<file path="src/rtl/pfe_req_sched_pkg.sv">
// Shared types and constants for the prefetch request scheduler.
// Widths track SC_laddr_type / SC_sptbr_type / PF_delta_type / PF_weigth_type.
package pfe_sched_pkg;
  localparam int LADDR_W    = 39;
  localparam int SPTBR_W    = 38;
  localparam int DELTA_W    = 8;
  localparam int WEIGHT_W   = 4;
  localparam int PAGE_OFS_W = 6;
  localparam int WTH_L2_DEF = 4;
  localparam int WTH_DC_DEF = 10;
  localparam int NUM_PIPES  = 2;

  typedef struct packed {
    logic [LADDR_W-1:0] laddr;
    logic [SPTBR_W-1:0] sptbr;
    logic               l2;
  } PF_SCHED_ENTRY;

  // Line address plus sign-extended delta; wraps modulo 2^LADDR_W.
  function automatic logic [LADDR_W-1:0] cand_addr(input logic [LADDR_W-1:0] base,
                                                   input logic [DELTA_W-1:0] d);
    return base + {{(LADDR_W-DELTA_W){d[DELTA_W-1]}}, d};
  endfunction

  function automatic logic [1:0] cnt2(input logic a, input logic b);
    return {1'b0, a} + {1'b0, b};
  endfunction
endpackage

</file>
<file path="src/rtl/pfe_req_sched_if.sv">
// Op stream in, two prefetch request pipes out; valid/retry handshake on each.
interface pfe_req_sched_if;
  import pfe_sched_pkg::*;
  logic                op_valid;
  logic                op_retry;
  logic [DELTA_W-1:0]  op_d;
  logic [WEIGHT_W-1:0] op_w;
  logic [DELTA_W-1:0]  op_d2;
  logic [WEIGHT_W-1:0] op_w2;
  logic [LADDR_W-1:0]  op_laddr;
  logic [SPTBR_W-1:0]  op_sptbr;
  logic                req0_valid, req0_retry, req0_l2;
  logic [LADDR_W-1:0]  req0_laddr;
  logic [SPTBR_W-1:0]  req0_sptbr;
  logic                req1_valid, req1_retry, req1_l2;
  logic [LADDR_W-1:0]  req1_laddr;
  logic [SPTBR_W-1:0]  req1_sptbr;

  modport master (
    output op_valid, op_d, op_w, op_d2, op_w2, op_laddr, op_sptbr,
    input  op_retry,
    input  req0_valid, req0_laddr, req0_sptbr, req0_l2,
    input  req1_valid, req1_laddr, req1_sptbr, req1_l2,
    output req0_retry, req1_retry
  );
  modport slave (
    input  op_valid, op_d, op_w, op_d2, op_w2, op_laddr, op_sptbr,
    output op_retry,
    output req0_valid, req0_laddr, req0_sptbr, req0_l2,
    output req1_valid, req1_laddr, req1_sptbr, req1_l2,
    input  req0_retry, req1_retry
  );
endinterface

</file>
<file path="src/rtl/pfe_req_sched_fifo.sv">
// Per-pipe request FIFO: up to two pushes and one pop per cycle, registered head.
// free_nxt_o reports free slots after this cycle's update.
module pfe_sched_fifo
  import pfe_sched_pkg::*;
#(
  parameter int DEPTH = 4,
  localparam int AW = $clog2(DEPTH)
) (
  input  logic                     clk,
  input  logic                     reset,
  input  logic [1:0]               push_n_i,
  input  PF_SCHED_ENTRY [1:0]      push_d_i,
  input  logic                     pop_i,
  output logic                     vld_o,
  output PF_SCHED_ENTRY            head_o,
  output logic [AW:0]              free_nxt_o
);
  PF_SCHED_ENTRY [DEPTH-1:0] mem_q, mem_d;
  PF_SCHED_ENTRY             head_q, head_d;
  logic [AW-1:0]             rd_q, rd_d, wr_q, wr_d, wr1;
  logic [AW:0]               cnt_q, cnt_d;
  logic                      pop;

  assign vld_o  = (cnt_q != '0);
  assign head_o = head_q;
  assign pop    = pop_i & vld_o;
  assign wr1    = wr_q + AW'(1);

  always_comb begin
    mem_d = mem_q;
    if (push_n_i != 2'd0) mem_d[wr_q] = push_d_i[0];
    if (push_n_i == 2'd2) mem_d[wr1]  = push_d_i[1];
    wr_d  = wr_q + AW'(push_n_i);
    rd_d  = rd_q + AW'(pop);
    cnt_d = cnt_q + (AW+1)'(push_n_i) - (AW+1)'(pop);
    // Head follows the post-update read pointer so a push into an empty FIFO shows next cycle.
    head_d     = mem_d[rd_d];
    free_nxt_o = (AW+1)'(DEPTH) - cnt_d;
  end

  always_ff @(posedge clk or negedge reset) begin
    if (!reset) begin
      mem_q  <= '0;
      head_q <= '0;
      rd_q   <= '0;
      wr_q   <= '0;
      cnt_q  <= '0;
    end else begin
      mem_q  <= mem_d;
      head_q <= head_d;
      rd_q   <= rd_d;
      wr_q   <= wr_d;
      cnt_q  <= cnt_d;
    end
  end
endmodule

</file>
<file path="src/rtl/pfe_req_sched.sv">
// Prefetch request scheduler: expands ops into two candidates, filters, steers by bank bit.
// Build option PFE_SCHED_PAGECHK_EN drops candidates that leave the trigger's 4KB page.
module pfe_req_sched
  import pfe_sched_pkg::*;
#(
  parameter int WTH_L2 = WTH_L2_DEF,
  parameter int WTH_DC = WTH_DC_DEF,
  parameter int DEPTH  = 4,
  parameter int STAT_W = 16,
  localparam int AW = $clog2(DEPTH)
) (
  input  logic              clk,
  input  logic              reset,
  pfe_req_sched_if.slave    bus,
  output logic [STAT_W-1:0] stat_nissued,
  output logic [STAT_W-1:0] stat_ndrop
);
  logic                op_retry_q, op_retry_d;
  logic [STAT_W-1:0]   iss_q, iss_d, drop_q, drop_d;
  logic                acc, v1, v2, v2e, dup, l2_1, l2_2, pg1, pg2;
  logic [LADDR_W-1:0]  addr1, addr2;
  PF_SCHED_ENTRY       e1, e2;
  logic [1:0]          iss_inc, drop_inc;
  logic [STAT_W:0]     iss_sum, drop_sum;

  logic [NUM_PIPES-1:0][1:0]    push_n;
  PF_SCHED_ENTRY [NUM_PIPES-1:0][1:0] push_d;
  logic [NUM_PIPES-1:0]         pipe_vld, pipe_retry, pop;
  PF_SCHED_ENTRY [NUM_PIPES-1:0] head;
  logic [NUM_PIPES-1:0][AW:0]   free_nxt;

  assign acc = bus.op_valid & ~op_retry_q;

  always_comb begin
    addr1 = cand_addr(bus.op_laddr, bus.op_d);
    addr2 = cand_addr(bus.op_laddr, bus.op_d2);
`ifdef PFE_SCHED_PAGECHK_EN
    pg1 = (addr1[LADDR_W-1:PAGE_OFS_W] == bus.op_laddr[LADDR_W-1:PAGE_OFS_W]);
    pg2 = (addr2[LADDR_W-1:PAGE_OFS_W] == bus.op_laddr[LADDR_W-1:PAGE_OFS_W]);
`else
    pg1 = 1'b1;
    pg2 = 1'b1;
`endif
    v1   = (bus.op_d  != '0) && (int'(bus.op_w)  >= WTH_L2) && pg1;
    v2   = (bus.op_d2 != '0) && (int'(bus.op_w2) >= WTH_L2) && pg2;
    l2_1 = (int'(bus.op_w)  < WTH_DC);
    l2_2 = (int'(bus.op_w2) < WTH_DC);
    // Identical targets merge into one entry; DC fill wins if either asks for it.
    dup  = v1 & v2 & (addr1 == addr2);
    v2e  = v2 & ~dup;
    e1   = '{laddr: addr1, sptbr: bus.op_sptbr, l2: dup ? (l2_1 & l2_2) : l2_1};
    e2   = '{laddr: addr2, sptbr: bus.op_sptbr, l2: l2_2};
  end

  for (genvar p = 0; p < NUM_PIPES; p++) begin : g_pipe
    logic c1, c2;
    assign c1           = acc & v1  & (addr1[0] == 1'(p));
    assign c2           = acc & v2e & (addr2[0] == 1'(p));
    assign push_n[p]    = cnt2(c1, c2);
    assign push_d[p][0] = c1 ? e1 : e2;
    assign push_d[p][1] = e2;
    assign pop[p]       = pipe_vld[p] & ~pipe_retry[p];

    pfe_sched_fifo #(.DEPTH(DEPTH)) u_fifo (
      .clk       (clk),
      .reset     (reset),
      .push_n_i  (push_n[p]),
      .push_d_i  (push_d[p]),
      .pop_i     (pop[p]),
      .vld_o     (pipe_vld[p]),
      .head_o    (head[p]),
      .free_nxt_o(free_nxt[p])
    );
  end

  assign pipe_retry     = {bus.req1_retry, bus.req0_retry};
  assign bus.req0_valid = pipe_vld[0];
  assign bus.req0_laddr = head[0].laddr;
  assign bus.req0_sptbr = head[0].sptbr;
  assign bus.req0_l2    = head[0].l2;
  assign bus.req1_valid = pipe_vld[1];
  assign bus.req1_laddr = head[1].laddr;
  assign bus.req1_sptbr = head[1].sptbr;
  assign bus.req1_l2    = head[1].l2;
  assign bus.op_retry   = op_retry_q;
  assign stat_nissued   = iss_q;
  assign stat_ndrop     = drop_q;

  always_comb begin
    // Two free slots per pipe guarantee the next accepted op fits wherever it steers.
    op_retry_d = (free_nxt[0] < (AW+1)'(2)) | (free_nxt[1] < (AW+1)'(2));
    iss_inc    = cnt2(pop[0], pop[1]);
    drop_inc   = acc ? (2'd2 - cnt2(v1, v2e)) : 2'd0;
    iss_sum    = {1'b0, iss_q}  + (STAT_W+1)'(iss_inc);
    drop_sum   = {1'b0, drop_q} + (STAT_W+1)'(drop_inc);
    iss_d      = iss_sum[STAT_W]  ? '1 : iss_sum[STAT_W-1:0];
    drop_d     = drop_sum[STAT_W] ? '1 : drop_sum[STAT_W-1:0];
  end

  always_ff @(posedge clk or negedge reset) begin
    if (!reset) begin
      op_retry_q <= 1'b0;
      iss_q      <= '0;
      drop_q     <= '0;
    end else begin
      op_retry_q <= op_retry_d;
      iss_q      <= iss_d;
      drop_q     <= drop_d;
    end
  end
endmodule

</file>
<file path="src/flat_wrapper.sv">
// flat-port wrapper written by rule: the top's interface ports become plain ports
module pfe_req_sched_flat import pfe_sched_pkg::*;
#(
  parameter int WTH_L2 = WTH_L2_DEF,
  parameter int WTH_DC = WTH_DC_DEF,
  parameter int DEPTH  = 4,
  parameter int STAT_W = 16,
  localparam int AW = $clog2(DEPTH)
)
  (clk, reset, stat_nissued, stat_ndrop, bus_op_valid, bus_op_d, bus_op_w, bus_op_d2, bus_op_w2, bus_op_laddr, bus_op_sptbr, bus_op_retry, bus_req0_valid, bus_req0_laddr, bus_req0_sptbr, bus_req0_l2, bus_req1_valid, bus_req1_laddr, bus_req1_sptbr, bus_req1_l2, bus_req0_retry, bus_req1_retry);
  pfe_req_sched_if bus_i ();
  input  logic clk;
  input  logic reset;
  output logic [STAT_W-1:0] stat_nissued;
  output logic [STAT_W-1:0] stat_ndrop;
  input wire logic [$bits(bus_i.op_valid)-1:0] bus_op_valid;
  input wire logic [$bits(bus_i.op_d)-1:0] bus_op_d;
  input wire logic [$bits(bus_i.op_w)-1:0] bus_op_w;
  input wire logic [$bits(bus_i.op_d2)-1:0] bus_op_d2;
  input wire logic [$bits(bus_i.op_w2)-1:0] bus_op_w2;
  input wire logic [$bits(bus_i.op_laddr)-1:0] bus_op_laddr;
  input wire logic [$bits(bus_i.op_sptbr)-1:0] bus_op_sptbr;
  output wire logic [$bits(bus_i.op_retry)-1:0] bus_op_retry;
  output wire logic [$bits(bus_i.req0_valid)-1:0] bus_req0_valid;
  output wire logic [$bits(bus_i.req0_laddr)-1:0] bus_req0_laddr;
  output wire logic [$bits(bus_i.req0_sptbr)-1:0] bus_req0_sptbr;
  output wire logic [$bits(bus_i.req0_l2)-1:0] bus_req0_l2;
  output wire logic [$bits(bus_i.req1_valid)-1:0] bus_req1_valid;
  output wire logic [$bits(bus_i.req1_laddr)-1:0] bus_req1_laddr;
  output wire logic [$bits(bus_i.req1_sptbr)-1:0] bus_req1_sptbr;
  output wire logic [$bits(bus_i.req1_l2)-1:0] bus_req1_l2;
  input wire logic [$bits(bus_i.req0_retry)-1:0] bus_req0_retry;
  input wire logic [$bits(bus_i.req1_retry)-1:0] bus_req1_retry;
  assign bus_i.op_valid = bus_op_valid;
  assign bus_i.op_d = bus_op_d;
  assign bus_i.op_w = bus_op_w;
  assign bus_i.op_d2 = bus_op_d2;
  assign bus_i.op_w2 = bus_op_w2;
  assign bus_i.op_laddr = bus_op_laddr;
  assign bus_i.op_sptbr = bus_op_sptbr;
  assign bus_op_retry = bus_i.op_retry;
  assign bus_req0_valid = bus_i.req0_valid;
  assign bus_req0_laddr = bus_i.req0_laddr;
  assign bus_req0_sptbr = bus_i.req0_sptbr;
  assign bus_req0_l2 = bus_i.req0_l2;
  assign bus_req1_valid = bus_i.req1_valid;
  assign bus_req1_laddr = bus_i.req1_laddr;
  assign bus_req1_sptbr = bus_i.req1_sptbr;
  assign bus_req1_l2 = bus_i.req1_l2;
  assign bus_i.req0_retry = bus_req0_retry;
  assign bus_i.req1_retry = bus_req1_retry;
  pfe_req_sched #(.WTH_L2(WTH_L2), .WTH_DC(WTH_DC), .DEPTH(DEPTH), .STAT_W(STAT_W)) u_core (.clk(clk), .reset(reset), .bus(bus_i), .stat_nissued(stat_nissued), .stat_ndrop(stat_ndrop));
endmodule
</file>
<file path="config.mk">
export PLATFORM = sky130hd
export DESIGN_NAME = pfe_req_sched_flat
export DESIGN_NICKNAME = d
export VERILOG_FILES = /design/src/rtl/pfe_req_sched_pkg.sv /design/src/rtl/pfe_req_sched_if.sv /design/src/rtl/pfe_req_sched_fifo.sv /design/src/rtl/pfe_req_sched.sv /design/src/flat_wrapper.sv
export SDC_FILE = /design/constraint.sdc
export NUM_CORES = 2
export LEC_CHECK = 0
export BUFFER_PORTS_ARGS = -buffer_cell sky130_fd_sc_hd__buf_2
export CAP_MARGIN = 10
export CORE_ASPECT_RATIO = 1.1
export CORE_MARGIN = 5
export CORE_UTILIZATION = 40
export DETAILED_ROUTE_END_ITERATION = 6
export HOLD_SLACK_MARGIN = 0.02
export PLACE_DENSITY = 0.58
export SYNTH_ARGS = -nofsm -noshare
export SYNTH_HDL_FRONTEND = slang
export SYNTH_SLANG_ARGS = --single-unit
export TNS_END_PERCENT = 10
</file>
<file path="constraint.sdc">
create_clock -name clk -period 4.8 [get_ports clk]
set_input_delay 0.24 -clock clk [delete_from_list [all_inputs] [get_ports clk]]
set_output_delay 0.24 -clock clk [all_outputs]
set_load 0.01 [all_outputs]
</file>
* Yosys cells after proc, flatten, opt, wreduce, memory -nomap -nowiden
Index checks and enable logic that the tools add are counted.
** Operators by class
- Equal/unequal tests :: 3
- Bitwise logic cells :: 22
- Add/subtract/negate cells :: 21
- Magnitude comparators :: 16
- Reduce and logical (&&, ||, !) cells :: 12
- Multiplexer cells :: 26
** Operators by type and width (count)
- 312-bit bitwise mux :: 4
- 312-bit 2-to-1 mux :: 4
- 78-bit demux with 2-bit select :: 4
- 78-bit 2-to-1 mux :: 8
- 78-bit binary-select mux with 2-bit select :: 2
- 39-bit adder :: 2
- 39-bit == test :: 1
- 16-bit by 2-bit adder with 17-bit output :: 2
- 16-bit 2-to-1 mux :: 2
- 2-bit by 3-bit less-than comparator with 1-bit output, second input constant :: 6
- 8-bit nonzero test :: 2
- 1-bit bitwise AND :: 15
- 1-bit by 1-bit adder with 2-bit output :: 4
- 2-bit by 1-bit >= comparator with 1-bit output, second input constant :: 4
- 4-bit by 3-bit >= comparator with 1-bit output, second input constant :: 2
- 4-bit less-than comparator, second input constant :: 2
- 3-bit by 2-bit adder with 3-bit output :: 2
- 1-bit logical AND :: 6
- 3-bit by 2-bit less-than comparator with 1-bit output, second input constant :: 2
- 1-bit inverter :: 6
- 3-bit nonzero test :: 2
- 3-bit by 1-bit subtractor with 3-bit output :: 2
- 3-bit subtractor, first input constant :: 2
- 2-bit by 1-bit adder with 2-bit output :: 2
- 8 further kinds :: 12
** Storage, ports and cells
- Bits in registers :: 827
- Logic and storage cells :: 139
- Bits of input ports :: 106

* Longest topological paths before layout
- Word-level depth :: 15
- Gate-level depth with buffers :: 28
- Gate-level depth less buffers :: 26

* Cells and area by module
A second synthesis with hierarchy kept.
** Second synthesis, totals
- Cells, all modules :: 4913
- Area total of the unflattened synthesis :: 45949.1 um2
** Modules (own cells, without submodules)
- pfe_sched_fifo (u_core.g_pipe[0].u_fifo) :: times used 1, seq. area each 9934.5 um2, area each 18966.9 um2, cells each 1878
- pfe_sched_fifo (u_core.g_pipe[1].u_fifo) :: times used 1, seq. area each 9934.5 um2, area each 18953.2 um2, cells each 1876
- pfe_req_sched :: times used 1, seq. area each 825.8 um2, area each 8029.0 um2, cells each 1159

* Worst setup path after synthesis
OpenSTA, ideal clock, no wires.
- Path type :: in2reg
- Start point :: input bus_op_laddr[0]
- End point :: register u_core.g_pipe[1].u_fifo.head_q (netlist bit u_core.g_pipe[1].u_fifo.head_o[0])
- Data arrival time :: 5.448 ns
- Stages on the path :: 28
- Path slack :: -0.742 ns
- Cells stage by stage :: ha_1 > inv_1 > fa_1 > nand2b_1 > a211o_1 > a2111oi_2 > o31ai_1 > o211a_1 > xnor2_1 > o32ai_1 > and4b_1 > and4_1 > buf_2 > nand2_2 > o211ai_2 > nor2_1 > ha_1 > clkbuf_1 > nand2_1 > or2_2 > clkbuf_1 > nand2_1 > buf_1 > clkbuf_1 > nor2_1 > a221oi_1 > a211oi_1 > a211oi_1
** RTL lines
- start: declaration :: line flat_wrapper.sv:21 : input wire logic [$bits(bus_i.op_laddr)-1:0] bus_op_laddr;
- end signal: assignment :: line pfe_req_sched_fifo.sv:44 : head_q <= '0;
- end signal: assignment :: line pfe_req_sched_fifo.sv:50 : head_q <= head_d;
- end: declaration :: line pfe_req_sched_fifo.sv:19 : PF_SCHED_ENTRY head_q, head_d;

==> impl_results.md <==
* Commonest non-fill, non-tap cells in the layout: 827 x dfrtp_1, 683 x nand2_1, 682 x buf_4, 298 x a21oi_1, 289 x buf_2
* Unique masters post-synth at 91
* # fillers at between 8000 and 9000
* RePlAce Congestion at ~0.93
* Slew HR at roughly 27%
* Sw Ratio at between 30 and 40%
* Clock tree buffer depth at 3
* DR vias/cell at approximately 5.7
* GRT Total Usage at approximately 25%
* Multi-input logic area at slightly above 20000 sq um
* Drt drc at 0
* Initial Util at between 40% and 50%
* Register area at roughly 21000 sq um
* # Max-Cap Violations at 0
* DRT Pass-1 Iters at 6
* H-tree depth at 3
* Post-synth top area share at slightly above 50%
* Critical path's largest stage delay at 0.57 ns
* TritonCTS Buffers at 88
* Place WS at -1.19 ns
* CP cell instances: buf_4 -> buf_12 -> ha_2 -> nand4_1 -> nor2_1 -> o2bb2ai_2 -> a2111o_1 -> a21o_1 -> a211oi_4 -> xor3_2 -> nor3_4 -> and4_4 -> nand2_4 -> o211ai_4 -> nor2_2 -> ha_2 -> nand2_2 -> or2_4 -> nand2_8 -> buf_12 -> buf_16 -> o22ai_2 -> a21oi_2 -> mux4_2
* Chip width at slightly above 300 um
* RSZ-0062 raised after global routing: true
* Max Slew Vio Count at 0
* CTS tree: built
* Synth area leaders: dfrtp_1 52%, mux4_2 8.6%, nand2_1 6.7%, a21oi_1 4.3%, o22ai_1 3.8%
* Vias at ~34000
* Period utilization at 103%
* Fraction of layout cells with a size suffix above 1 at approximately two fifths
* HPWL Detailed at 96.4 mm
* Leak pwr at between 20 and 25 nW
* CP arrival at 5.41 ns
* # nets final at between 4000 and 5000
* Final TNS setup at -6.05 ns
* Yosys top cell by area: dfrtp_1
* Clock Pin Slew Worst Setup and Hold Paths at about 0.06 ns
* Final worst slack at -0.129 ns
* First-pass GRT wire length at 210 mm
* Hold Violations, Final at 0
* Total routed wirelength at ~140 mm
* Crit Path Class: in -> reg
* Power per cell area at approximately 630 nW/um^2
* Antenna viol nets, final at 0
* Mean post-synth cell area at roughly 11 sq um
* Synthesized net count at 3931
* Clock latency on the worst-skew pair at 0.68 ns
* CP required at 5.28 ns
* Yosys reg bits at 827
* Critical path peak fanout at 12
* Critical Path Sink Type: flop
* Antenna violations before repair at 4
* Top_reg_cell synth: dfrtp_1
* P_sw at 12.6 mW
* FP Rows at approximately 120
* Number of global-route vias before repair at 34600
* Crit path max-delay cell type: mux4_2
* Initial drt markers at between 2000 and 3000
* Number of flops mapped to enable cells by yosys at 0
* Congestion Overflow GR at 0
* Period minus WS final at slightly below 5 ns
* Ports at 297
* Power share of the sequential group at 33.4%
* Netlist Area Pre-Place at ~40000 sq um
* Max IR drop VDD at approximately 0.45 mV
* Hold Path Class: in -> reg
* Fmax at 203 MHz
* Setup Viol. Count Final at 133
* Failing checks: negative setup slack
* Clock power frac at 20.4%
* Async set or reset register ratio after synthesis at 100%
* Die area at between 100000 and 150000 sq um
* Clk sinks at between 800 and 900
* Skew final at ~0.050 ns
* Cells after Synth at ~3700
* Syn-to-layout area delta at 37.6%
* Internal Pwr Total at between 20 and 25 mW
* Clock Tree Root: clkbuf_16
* Logic pwr share at a little under half
* DIE HEIGHT at ~340 um
* Sequential fraction of the synthesis area at approximately half
* Status: finished with violations
* Pin count of the biggest net entering global routing at between 100 and 150
* Final Power at around 35 mW
* YS warnings at 0
* Most common cell after layout, fill and taps aside: dfrtp_1
* IO buf count at around 290
* Crit path launch type: input pin
* Core Region at between 90000 and 100000 sq um
* Slew @ Worst Pin at ~1.1 ns
* WL per Instance at around 23 um
power by group through the flow:
stage / Sequential, mW / Clock (mW) / Combinational [mW]
4_1_cts: 11.6 / 7.27 / 15.5
3_3_place_gp: 11.6 / 0 / 14.8
3_5_place_dp: 11.7 / 0 / 15.1
2_1_floorplan: 11.6 / 0 / 8.93
6_report: 11.7 / 7.14 / 16.2
5_1_grt: 12.0 / 7.55 / 17.4
cell type report:
cell class | count | share of cell area, %
Multi-Input combinational cell | 2590 | 37.4
Inverter | 44 | 0.308
Sequential cell | 827 | 37.5
Tap cell | 1291 | 2.93
Clock inverter | 43 | 1.14
Clock buffer | 120 | 4.41
Antenna cell | 2 | 0.00907
Timing Repair Buffer | 1118 | 16.3
critical path: cells and delay by family:
family	cells	cell delay, ns
muxes	1	0.57
xor gates and xnor gates	1	0.51
adders and majority gates	2	0.54
buffers and inverters	4	0.65
and+or+nand+nor	9	1.26
AOI/OAI and AO/OA	7	1.61
sequential cells by signal, indices dropped and copies added (netlist names):
| register | cells |
|---|---|
| u_core.g_pipe.u_fifo.mem_q | 624 |
| u_core.g_pipe.u_fifo.head_o | 156 |
| u_core.stat_ndrop | 16 |
| u_core.stat_nissued | 16 |
| u_core.g_pipe.u_fifo.cnt_q | 6 |
| u_core.g_pipe.u_fifo.rd_q | 4 |
| u_core.g_pipe.u_fifo.wr_q | 4 |
| u_core.bus.op_retry | 1 |
kinds of logic after synthesis:
group / share of synthesized area [%]
AND/OR/NAND/NOR: 12.2
AO/OA/AOI/OAI: 13.9
flip-flops: 51.6
multiplexers: 13.2
buffers and inverters: 2.92
XOR/XNOR: 2.94
adder cells (fa/ha/maj): 3.36
Yosys cell counts, types with 15 or more instances:
master	instances
dfrtp_1	827
nand2_1	711
a21oi_1	342
o22ai_1	243
clkbuf_1	220
nor2_1	208
mux4_2	154
mux2_2	117
ha_1	98
o21ai_0	74
a221oi_1	71
xnor2_1	61
xor2_1	56
mux2i_1	49
nand4_1	42
inv_1	40
nand3_1	37
buf_1	27
a21o_1	24
and3_1	22
nor3_1	21
o21a_1	18
and2_1	16
a211oi_1	15
o21ai_1	15
repair_timing:
action,4_1_cts,5_1_grt
pin swaps,27,87
setup buffers,22,33
cloned,4,9
setup endpoints to repair,307,369
hold buffers,39,0
resized for setup,93,315
endpoints found under the hold margin,384,0
final timing paths:
check	slack, ns	startpoint	cells past startpoint	end
setup / recovery	-0.13	bus_op_d[7]	24	u_core.g_pipe[1].u_fifo.head_o[61]$_DFF_PN0_
setup reg to reg	1.28	u_core.g_pipe[1].u_fifo.cnt_q[2]$_DFF_PN0_	7	u_core.g_pipe[1].u_fifo.head_o[20]$_DFF_PN0_
hold / removal	0.16	bus_req0_retry	4	u_core.stat_nissued[0]$_DFF_PN0_
hold reg to reg	0.46	u_core.g_pipe[1].u_fifo.mem_q[31]$_DFF_PN0_	2	u_core.g_pipe[1].u_fifo.mem_q[31]$_DFF_PN0_
max in group asynchronous	3.29	reset	4	u_core.g_pipe[1].u_fifo.mem_q[275]$_DFF_PN0_
min in group asynchronous	0.19	reset	2	u_core.g_pipe[0].u_fifo.mem_q[90]$_DFF_PN0_
metal layers:
layer	GRT usage (%)	vias to the layer above	routed length, um
met3	4.19	316	8900
met2	41.7	1312	67500
met1	33.2	17200	58100
met5	0	-	13
li1	-	15400	-
met4	9.95	2	6320
per-stage QoR:
| stage | utilization (%) | cell area, sq um | hold slack [ns] | cells |
|---|---|---|---|---|
| finish | 55.6 | 55200 | 0.162 | 6035 |
| global route | 55.6 | 55200 | 0.180 | 6033 |
| CTS | 53.4 | 53000 | 0.141 | 5992 |
| detailed placement | 49.2 | 48800 | 0.346 | 5764 |
| global placement | 49.2 | 48800 | 0.346 | 5764 |
| floorplan | - | 40400 | -0.0556 | 3721 |
Note: power is estimated with default switching activity, not from simulation.
